File: config.mk
export PLATFORM = sky130hd
export DESIGN_NAME = inst_encoder
export DESIGN_NICKNAME = d
export VERILOG_FILES = /design/src/rtl/inst_encoder.sv
export SDC_FILE = /design/constraint.sdc
export NUM_CORES = 1
export LEC_CHECK = 0
export BUFFER_PORTS_ARGS = -buffer_cell sky130_fd_sc_hd__buf_2
export CAP_MARGIN = 20
export CORE_ASPECT_RATIO = 1.4
export CORE_UTILIZATION = 35
export DETAILED_ROUTE_END_ITERATION = 12
export GPL_ROUTABILITY_DRIVEN = 1
export GPL_TIMING_DRIVEN = 1
export SLEW_MARGIN = 20
export SYNTH_ARGS = -nofsm -noshare
export SYNTH_HDL_FRONTEND = slang
export SYNTH_SLANG_ARGS = --single-unit
File: constraint.sdc
create_clock -name clk -period 2.1 [get_ports clk]
set_input_delay 0.63 -clock clk [delete_from_list [all_inputs] [get_ports clk]]
set_output_delay 0.63 -clock clk [all_outputs]
set_load 0.005 [all_outputs]
File: src/rtl/inst_encoder.sv
// inst_encoder: turns decoded instruction fields back into a 32-bit RV32I word.
// Words leave through a two-entry buffer (output register plus skid entry) so
// the producer side can keep streaming while the consumer stalls for a cycle.
// Every accepted word is tagged with a running byte address, and words whose
// immediate cannot be represented are replaced by a NOP and flagged.
`timescale 1ns/1ps
module inst_encoder #(
   parameter int               ADDR_W      = 32,
   parameter logic [ADDR_W-1:0] BASE_ADDR  = '0,
   parameter bit               CHECK_RANGE = 1'b1
) (
   input  logic              clk,
   input  logic              rst_n,
   input  logic              clear,
   input  logic              in_valid,
   output logic              in_ready,
   input  logic [2:0]        in_fmt,
   input  logic [4:0]        in_rd,
   input  logic [4:0]        in_rs1,
   input  logic [4:0]        in_rs2,
   input  logic [2:0]        in_funct3,
   input  logic [31:0]       in_imm,
   output logic              out_valid,
   input  logic              out_ready,
   output logic [31:0]       out_inst,
   output logic [ADDR_W-1:0] out_addr,
   output logic              out_err,
   output logic              err_sticky
);

   localparam logic [6:0]  OP_ALUI = 7'b0010011;
   localparam logic [6:0]  OP_LOAD = 7'b0000011;
   localparam logic [6:0]  OP_S    = 7'b0100011;
   localparam logic [6:0]  OP_B    = 7'b1100011;
   localparam logic [6:0]  OP_JAL  = 7'b1101111;
   localparam logic [6:0]  OP_JALR = 7'b1100111;
   localparam logic [31:0] NOP     = 32'h00000013;

   typedef enum logic [1:0] {EMPTY, ONE, TWO} occ_t;

   occ_t               state_q, state_d;
   logic signed [31:0] sImm;
   logic [31:0]        encInst;
   logic               encErr;
   logic               rangeBad;
   logic               illegalFmt;
   logic [31:0]        outInst_q, skidInst_q;
   logic [ADDR_W-1:0]  outAddr_q, skidAddr_q, nextAddr_q;
   logic               outErr_q, skidErr_q, errSticky_q;
   logic               inXfer, outXfer;
   logic               loadOut, loadSkid, moveSkid;

   assign sImm       = in_imm;
   assign in_ready   = (state_q != TWO);
   assign out_valid  = (state_q != EMPTY);
   assign inXfer     = in_valid & in_ready & ~clear;
   assign outXfer    = out_valid & out_ready;
   assign out_inst   = outInst_q;
   assign out_addr   = outAddr_q;
   assign out_err    = outErr_q;
   assign err_sticky = errSticky_q;

   // Pack the fields for the requested format and decide whether the immediate fits it
   always_comb begin
      encInst    = '0;
      rangeBad   = 1'b0;
      illegalFmt = 1'b0;
      case (in_fmt)
         3'd0: begin
            encInst  = {in_imm[11:0], in_rs1, in_funct3, in_rd, OP_ALUI};
            rangeBad = (sImm < -2048) || (sImm > 2047);
         end
         3'd1: begin
            encInst  = {in_imm[11:0], in_rs1, in_funct3, in_rd, OP_LOAD};
            rangeBad = (sImm < -2048) || (sImm > 2047);
         end
         3'd2: begin
            encInst  = {in_imm[11:5], in_rs2, in_rs1, in_funct3, in_imm[4:0], OP_S};
            rangeBad = (sImm < -2048) || (sImm > 2047);
         end
         3'd3: begin
            encInst  = {in_imm[12], in_imm[10:5], in_rs2, in_rs1, in_funct3,
                        in_imm[4:1], in_imm[11], OP_B};
            rangeBad = (sImm < -4096) || (sImm > 4094) || in_imm[0];
         end
         3'd4: begin
            encInst  = {in_imm[20], in_imm[10:1], in_imm[11], in_imm[19:12], in_rd, OP_JAL};
            rangeBad = (sImm < -1048576) || (sImm > 1048574) || in_imm[0];
         end
         3'd5: begin
            encInst  = {in_imm[11:0], in_rs1, 3'b000, in_rd, OP_JALR};
            rangeBad = (sImm < -2048) || (sImm > 2047);
         end
         default: illegalFmt = 1'b1;
      endcase
      encErr = illegalFmt | (CHECK_RANGE & rangeBad);
      if (encErr) begin
         encInst = NOP;
      end
   end

   // Buffer occupancy register
   always_ff @(posedge clk or negedge rst_n) begin
      if (!rst_n) begin
         state_q <= EMPTY;
      end else begin
         state_q <= state_d;
      end
   end

   // Occupancy next state and which buffer entry gets written this cycle
   always_comb begin
      state_d  = state_q;
      loadOut  = 1'b0;
      loadSkid = 1'b0;
      moveSkid = 1'b0;
      if (clear) begin
         state_d = EMPTY;
      end else begin
         case (state_q)
            EMPTY: begin
               if (inXfer) begin
                  state_d = ONE;
                  loadOut = 1'b1;
               end
            end
            ONE: begin
               if (inXfer && outXfer) begin
                  loadOut = 1'b1;
               end else if (inXfer) begin
                  state_d  = TWO;
                  loadSkid = 1'b1;
               end else if (outXfer) begin
                  state_d = EMPTY;
               end
            end
            TWO: begin
               if (outXfer) begin
                  state_d  = ONE;
                  moveSkid = 1'b1;
               end
            end
            default: state_d = EMPTY;
         endcase
      end
   end

   // Output register and skid entry; output only changes on load or skid promotion
   always_ff @(posedge clk or negedge rst_n) begin
      if (!rst_n) begin
         outInst_q  <= '0;
         outAddr_q  <= BASE_ADDR;
         outErr_q   <= 1'b0;
         skidInst_q <= '0;
         skidAddr_q <= BASE_ADDR;
         skidErr_q  <= 1'b0;
      end else begin
         if (loadOut) begin
            outInst_q <= encInst;
            outAddr_q <= nextAddr_q;
            outErr_q  <= encErr;
         end else if (moveSkid) begin
            outInst_q <= skidInst_q;
            outAddr_q <= skidAddr_q;
            outErr_q  <= skidErr_q;
         end
         if (loadSkid) begin
            skidInst_q <= encInst;
            skidAddr_q <= nextAddr_q;
            skidErr_q  <= encErr;
         end
      end
   end

   // Address counter advances per accepted word; sticky error latches on emitted error words
   always_ff @(posedge clk or negedge rst_n) begin
      if (!rst_n) begin
         nextAddr_q  <= BASE_ADDR;
         errSticky_q <= 1'b0;
      end else if (clear) begin
         nextAddr_q  <= BASE_ADDR;
         errSticky_q <= 1'b0;
      end else begin
         if (inXfer) begin
            nextAddr_q <= nextAddr_q + ADDR_W'(4);
         end
         if (outXfer && outErr_q) begin
            errSticky_q <= 1'b1;
         end
      end
   end

endmodule
# Word level (Yosys, flattened, before mapping)
# Cells that the tools add are included.
op_classes:
  addsub: 1
  magnitude_cmp: 6
  n_eq_ne: 12
  mux: 31
  bitwise_logic: 5
  reduce_logical: 16
ops:
  columns: ["cell", "count"]
  rows:
  - ["$mux W32", 7]
  - ["$pmux W32 S6", 1]
  - ["$add A32 B3 Y32 const B", 1]
  - ["$gt A32 B12 Y1 const B", 1]
  - ["$gt A32 B13 Y1 const B", 1]
  - ["$gt A32 B21 Y1 const B", 1]
  - ["$lt A32 B12 Y1 const B", 1]
  - ["$lt A32 B13 Y1 const B", 1]
  - ["$lt A32 B21 Y1 const B", 1]
  - ["$mux W1", 14]
  - ["$mux W2", 6]
  - ["$ne A3 B3 Y1 const B", 3]
  - ["$reduce_bool A2 Y1", 4]
  - ["$eq A3 B2 Y1 const B", 2]
  - ["$eq A3 B3 Y1 const B", 2]
  - ["$pmux W2 S3", 1]
  - ["$reduce_or A6 Y1", 1]
  - ["$logic_or A1 B1 Y1", 5]
  - ["$ne A4 B4 Y1 const B", 1]
  - ["$reduce_and A4 Y1", 1]
  - ["$reduce_or A4 Y1", 1]
  - ["$and A1 B1 Y1", 3]
  - ["$eq A3 B1 Y1 const B", 1]
  - ["$logic_not A3 Y1", 1]
  - ["other kinds (9)", 10]
totals:
  regBits: 165
  output_inout_bits: 68
  wordCells: 80

# Longest topological paths before layout
depth:
  word_depth: 8
  depth_mapped: 9
  ltp_nobuf: 6

# Least setup slack after synthesis
# OpenSTA, ideal clock, no wires.
synth_timing:
  path_kind: "input port to flip-flop"
  from: "input in_fmt[2]"
  to: "register outInst_q[12] (netlist: out_inst[12])"
  setup_ns: 0.142
  arrival_time_ns: 2.046
  required_time_ns: 1.958
  setup_slack_ns: -0.088
  stages: 7
  path_cell_list: "buf_4 > or3b_4 > o31ai_2 > a211oi_2 > a21oi_4 > buf_6 > o22ai_1"
synth_between:
  elab_chain_len: 6
synth_lines:
  columns: ["item", "line", "text"]
  rows:
  - ["from (decl)", "17", "input logic [2:0] in_fmt,"]
  - ["$eq A3 B3 Y1 (tied with other cells)", "68", "case (in_fmt)"]
  - ["$reduce_or A4 Y1 (no line) or $reduce_or A6 Y1 (tied branches)", null, null]
  - ["$pmux W1 S3 or $mux W1 (tied branches)", "68", null]
  - ["$or A1 B1 Y1", "96", "encErr = illegalFmt | (CHECK_RANGE & rangeBad);"]
  - ["$mux W32 *", "97", "if (encErr) begin"]
  - ["$mux W32 *", "158", "if (loadOut) begin"]
  - ["to (signal assigned)", "159", "outInst_q <= encInst;"]
  - ["to (signal assigned)", "163", "outInst_q <= skidInst_q;"]
  - ["to (decl)", "47", "logic [31:0] outInst_q, skidInst_q;"]
# Every way passes the cells marked *; elsewhere a longest branch is shown, timed or not.
# A chain may end at the register's enable or synchronous reset.

# Final worst setup path
layout_timing:
  from: "register state_q[1]"
  to: "register nextAddr_q[20]"
layout_between:
  elab_chain_len: 4
layout_lines:
  columns: ["item", "line", "text"]
  rows:
  - ["from (decl)", "41", "occ_t state_q, state_d;"]
  - ["from (signal assigned)", "107", "state_q <= state_d;"]
  - ["$ne A2 B2 Y1", "54", "assign in_ready = (state_q != TWO);"]
  - ["$and A1 B1 Y1 (2 in a row)", "56", "assign inXfer = in_valid & in_ready & ~clear;"]
  - ["$reduce_bool A2 Y1 (no line)", null, null]
  - ["to (signal assigned)", "185", "nextAddr_q <= nextAddr_q + ADDR_W'(4);"]
  - ["to (decl)", "48", "logic [ADDR_W-1:0] outAddr_q, skidAddr_q, nextAddr_q;"]
# No other way between the ends.

==> results.json <==
{
  "status": "finished, final reports clean",
  "grt_max_degree": 44,
  "period_needed_ns": 1.94,
  "cp.arrival_ns": 2.24,
  "drive_above_1_share_pct": 36.8,
  "hold_buffers": 0,
  "fp-row-count": 63,
  "routabilityCongestion": 0.800,
  "crit_path_end_kind": "flop",
  "clock_latency_ns": 0.43,
  "pwr_density_cell_nw_per_um2": 692,
  "synth_edf_count": 0,
  "crit_required_ns": 2.40,
  "antenna_found_initial": 0,
  "postSynthAreaPerCell_um2": 11.1,
  "p_sw_w": 0.00171,
  "synth_compound_area_share_pct": 16.8,
  "drt_iter0_drc": 168,
  "io_pins": 126,
  "startpoint_type": "flop",
  "tns_ns": 0,
  "sw_frac_of_total_pct": 25.5,
  "max-cap-violations": 0,
  "seq_power_share_pct": 46.3,
  "cp_common_cell": "nand4_1",
  "setup.worst_path.class": "reg2reg",
  "rsz0062_at_grt": "no",
  "wire_per_inst_um": 16.2,
  "finalHoldWorstSlack_ns": 0.125,
  "hold_class": "in2async",
  "crit_path_cell_trace": "nand2b_1 > nand4_1 > nor4_4 > buf_4 > nand4_1 > xor2_1 > nor2_1",
  "synth_xor_area_share_pct": 2.91,
  "cts.path.max_buffers": 2,
  "synthArstFlopShare_pct": 100,
  "syn_to_final_growth_pct": 28.8,
  "vias_per_cell": 5.04,
  "grt_pass1_wl_mm": 31.1,
  "clkPwrFrac_pct": 45.1,
  "antenna_cells": 0,
  "start_util_pct": 35.6,
  "h-tree-depth": 4,
  "io_buffers": 123,
  "clkSinkCount": 157,
  "fin_crit_sh_pct": 92.3,
  "hpwl_mm": 13.4,
  "ant_nets": 0,
  "final_nets": 926,
  "ys_types": 62,
  "syn_area_um2": 7520,
  "drt_first_pass_iters": 4,
  "num_vias": 5740,
  "fp.dieH_um": 175,
  "path_clk_slew_ns": 0.07,
  "finalHoldViolCount": 0,
  "fin_worst_skew_ns": 0.00861,
  "grt_pass1_vias": 6034,
  "numCtsBuffers": 17,
  "slowest_stage": "dfrtp_1",
  "slew_viol_final": 0,
  "track_usage_pct": 18.1,
  "cts_tree": "done",
  "cts-root-buf": "clkbuf_16",
  "synth_fa_ha_area_share_pct": 0.166,
  "wl_mm": 18.4,
  "synth_top_family_by_area": "compound AO/OA/AOI/OAI gates",
  "synthCells": 677,
  "cts_resized": 0,
  "synth_flop_cell": "dfrtp_1",
  "crit_path_max_incr_delay_ns": 0.41,
  "combPwrFrac_pct": 8.5,
  "muxShareOfSynthArea_pct": 8.92,
  "synthSimpleGateAreaFrac_pct": 15.1,
  "setup_viol": 0,
  "ir_drop_uv": 499,
  "p_leak_nw": 4.63,
  "core_region_area_um2": 21100,
  "synth-seq-cells": 157,
  "p_total_w": 0.00670,
  "p_int_w": 0.00499,
  "ys_seq_area_share_pct": 52.3,
  "yosysWarnings": 0,
  "crit_fanout": 7,
  "die_x_um": 126,
  "cts_setup_buffers": 0,
  "fmax_ghz": 0.516,
  "grt-ovfl-total": 0,
  "dieArea_um2": 22100,
  "drc": 0
}
[cell families (layout without fill, tap and decap cells)]
logic type	count (synthesis)	in the layout
buffers and inverters	55	257
adder cells (fa/ha/maj)	1	1
AND/OR/NAND/NOR	230	230
other	1	2
XOR/XNOR	25	25
flip-flops	157	157
AO/OA/AOI/OAI	145	145
multiplexers	63	63
[layout by cell type (no fill, tap or decap), types with 2 or more instances in the layout]
cell       count
nand2b_1       5
nor2b_1       10
and3_1         3
clkinv_2       2
buf_4         83
o21ai_0       16
inv_1          7
o31ai_2        2
nor2_1        42
clkbuf_16     17
nor4_1         3
o22ai_1       26
a21oi_1       19
nand3_2        2
nand4_1       16
or3_1          5
nand2_1      103
and2_1         3
conb_1         2
o31ai_1        8
mux2_2        32
o22a_1         2
o31a_1         2
a21oi_4        3
nand3_1       13
and4_1         3
buf_12        11
clkinv_4       2
xor2_1        21
inv_6          7
buf_2        122
o211ai_1       2
or4_4          2
a22oi_1       39
nor3_1         3
nor4_4         2
xnor2_1        4
dfrtp_1      157
o31ai_4       19
mux2i_1       31
[final timing paths]
check	cells after the start	to	slack, ns	startpoint
min	1	nextAddr_q[8]$_DFFE_PN0N_	0.12	rst_n
max reg2reg	7	nextAddr_q[20]$_DFFE_PN0N_	0.16	state_q[1]$_DFFE_PN0P_
min in group clk	2	state_q[1]$_DFFE_PN0P_	0.45	out_ready
max	7	nextAddr_q[20]$_DFFE_PN0N_	0.16	state_q[1]$_DFFE_PN0P_
max in group asynchronous	2	nextAddr_q[11]$_DFFE_PN0N_	1.35	rst_n
min reg2reg	2	out_addr[13]$_DFFE_PN0P_	0.46	out_addr[13]$_DFFE_PN0P_
[sequential cells by signal (all words and copies together), names as in the netlist]
signal and cells:
err_sticky 1, nextAddr_q 30, out_addr 30, out_err 1, out_inst 31, skidAddr_q 30, skidErr_q 1, skidInst_q 31
state_q 2
[per-layer routing]
metal / track usage [%] / wire length (um) / up-vias
li1: - / - / 2805
met1: 21.0 / 7730 / 2785
met2: 32.3 / 9550 / 130
met3: 4.02 / 802 / 20
met4: 6.73 / 353 / 0
met5: 0 / 0 / -
[synth_stat cells (2+ instances only)]
| master | n | area (um^2) |
|---|---|---|
| nand3_1 | 13 | 65.1 |
| o31ai_4 | 18 | 383 |
| buf_2 | 13 | 65.1 |
| mux2i_1 | 31 | 310 |
| xnor2_1 | 4 | 35.0 |
| buf_4 | 4 | 30.0 |
| a21oi_4 | 2 | 32.5 |
| a21oi_1 | 19 | 95.1 |
| or3_1 | 5 | 31.3 |
| nor4_4 | 2 | 42.5 |
| o211ai_1 | 2 | 15.0 |
| o31ai_1 | 8 | 60.1 |
| nand2b_1 | 6 | 37.5 |
| nor2b_1 | 10 | 62.6 |
| and2_1 | 4 | 25.0 |
| a21oi_2 | 2 | 17.5 |
| buf_1 | 9 | 33.8 |
| o22ai_1 | 26 | 163 |
| nand4_1 | 16 | 100 |
| xor2_1 | 21 | 184 |
| nor3_1 | 3 | 15.0 |
| nand3_2 | 2 | 20.0 |
| o22a_1 | 2 | 17.5 |
| and4_1 | 3 | 26.3 |
| mux2_2 | 32 | 360 |
| a22oi_1 | 39 | 293 |
| and3_1 | 3 | 18.8 |
| clkbuf_1 | 17 | 63.8 |
| nor4_1 | 3 | 18.8 |
| inv_1 | 7 | 26.3 |
| o21ai_0 | 16 | 80.1 |
| buf_6 | 2 | 22.5 |
| nor2_1 | 43 | 161 |
| o31a_1 | 2 | 17.5 |
| o31ai_2 | 3 | 37.5 |
| dfrtp_1 | 157 | 3930 |
| nand2_1 | 103 | 387 |
[power groups by stage]
stage | sequential (W) | clock (W) | combinational [W]
final | 0.00310 | 0.00302 | 0.000572
after global routing | 0.00311 | 0.00324 | 0.000636
after CTS | 0.00310 | 0.00311 | 0.000585
after detailed placement | 0.00316 | 0 | 0.000584
after global placement | 0.00316 | 0 | 0.000580
after floorplan | 0.00316 | 0 | 0.000245
[metrics by stage]
stage | instances | util (%) | setup slack (ns) | instance area, um^2
global placement | 1108 | 43.1 | -0.237 | 9100
global route | 1140 | 45.8 | 0.0285 | 9680
floorplan | 678 | - | -0.0208 | 7560
CTS | 1140 | 45.8 | 0.124 | 9680
finish | 1140 | 45.8 | 0.161 | 9680
detailed placement | 1108 | 43.1 | -0.248 | 9100
[critical path, delay by kind of cell (launching register included)]
| kind | cells | cell delay, ns |
|---|---|---|
| flip-flops | 1 | 0.41 |
| AND/OR/NAND/NOR | 5 | 1.04 |
| XOR/XNOR | 1 | 0.16 |
| buffers and inverters | 1 | 0.20 |
[cell type report]
cell class	count	area, um^2
Inverter	8	30.0
Clock buffer	17	425
Clock inverter	15	154
Multi-Input combinational cell	466	3350
Fill cell	2043	11400
Sequential cell	157	3930
Tap cell	260	325
Timing Repair Buffer	217	1470
Note: power is estimated with default switching activity, not from simulation.
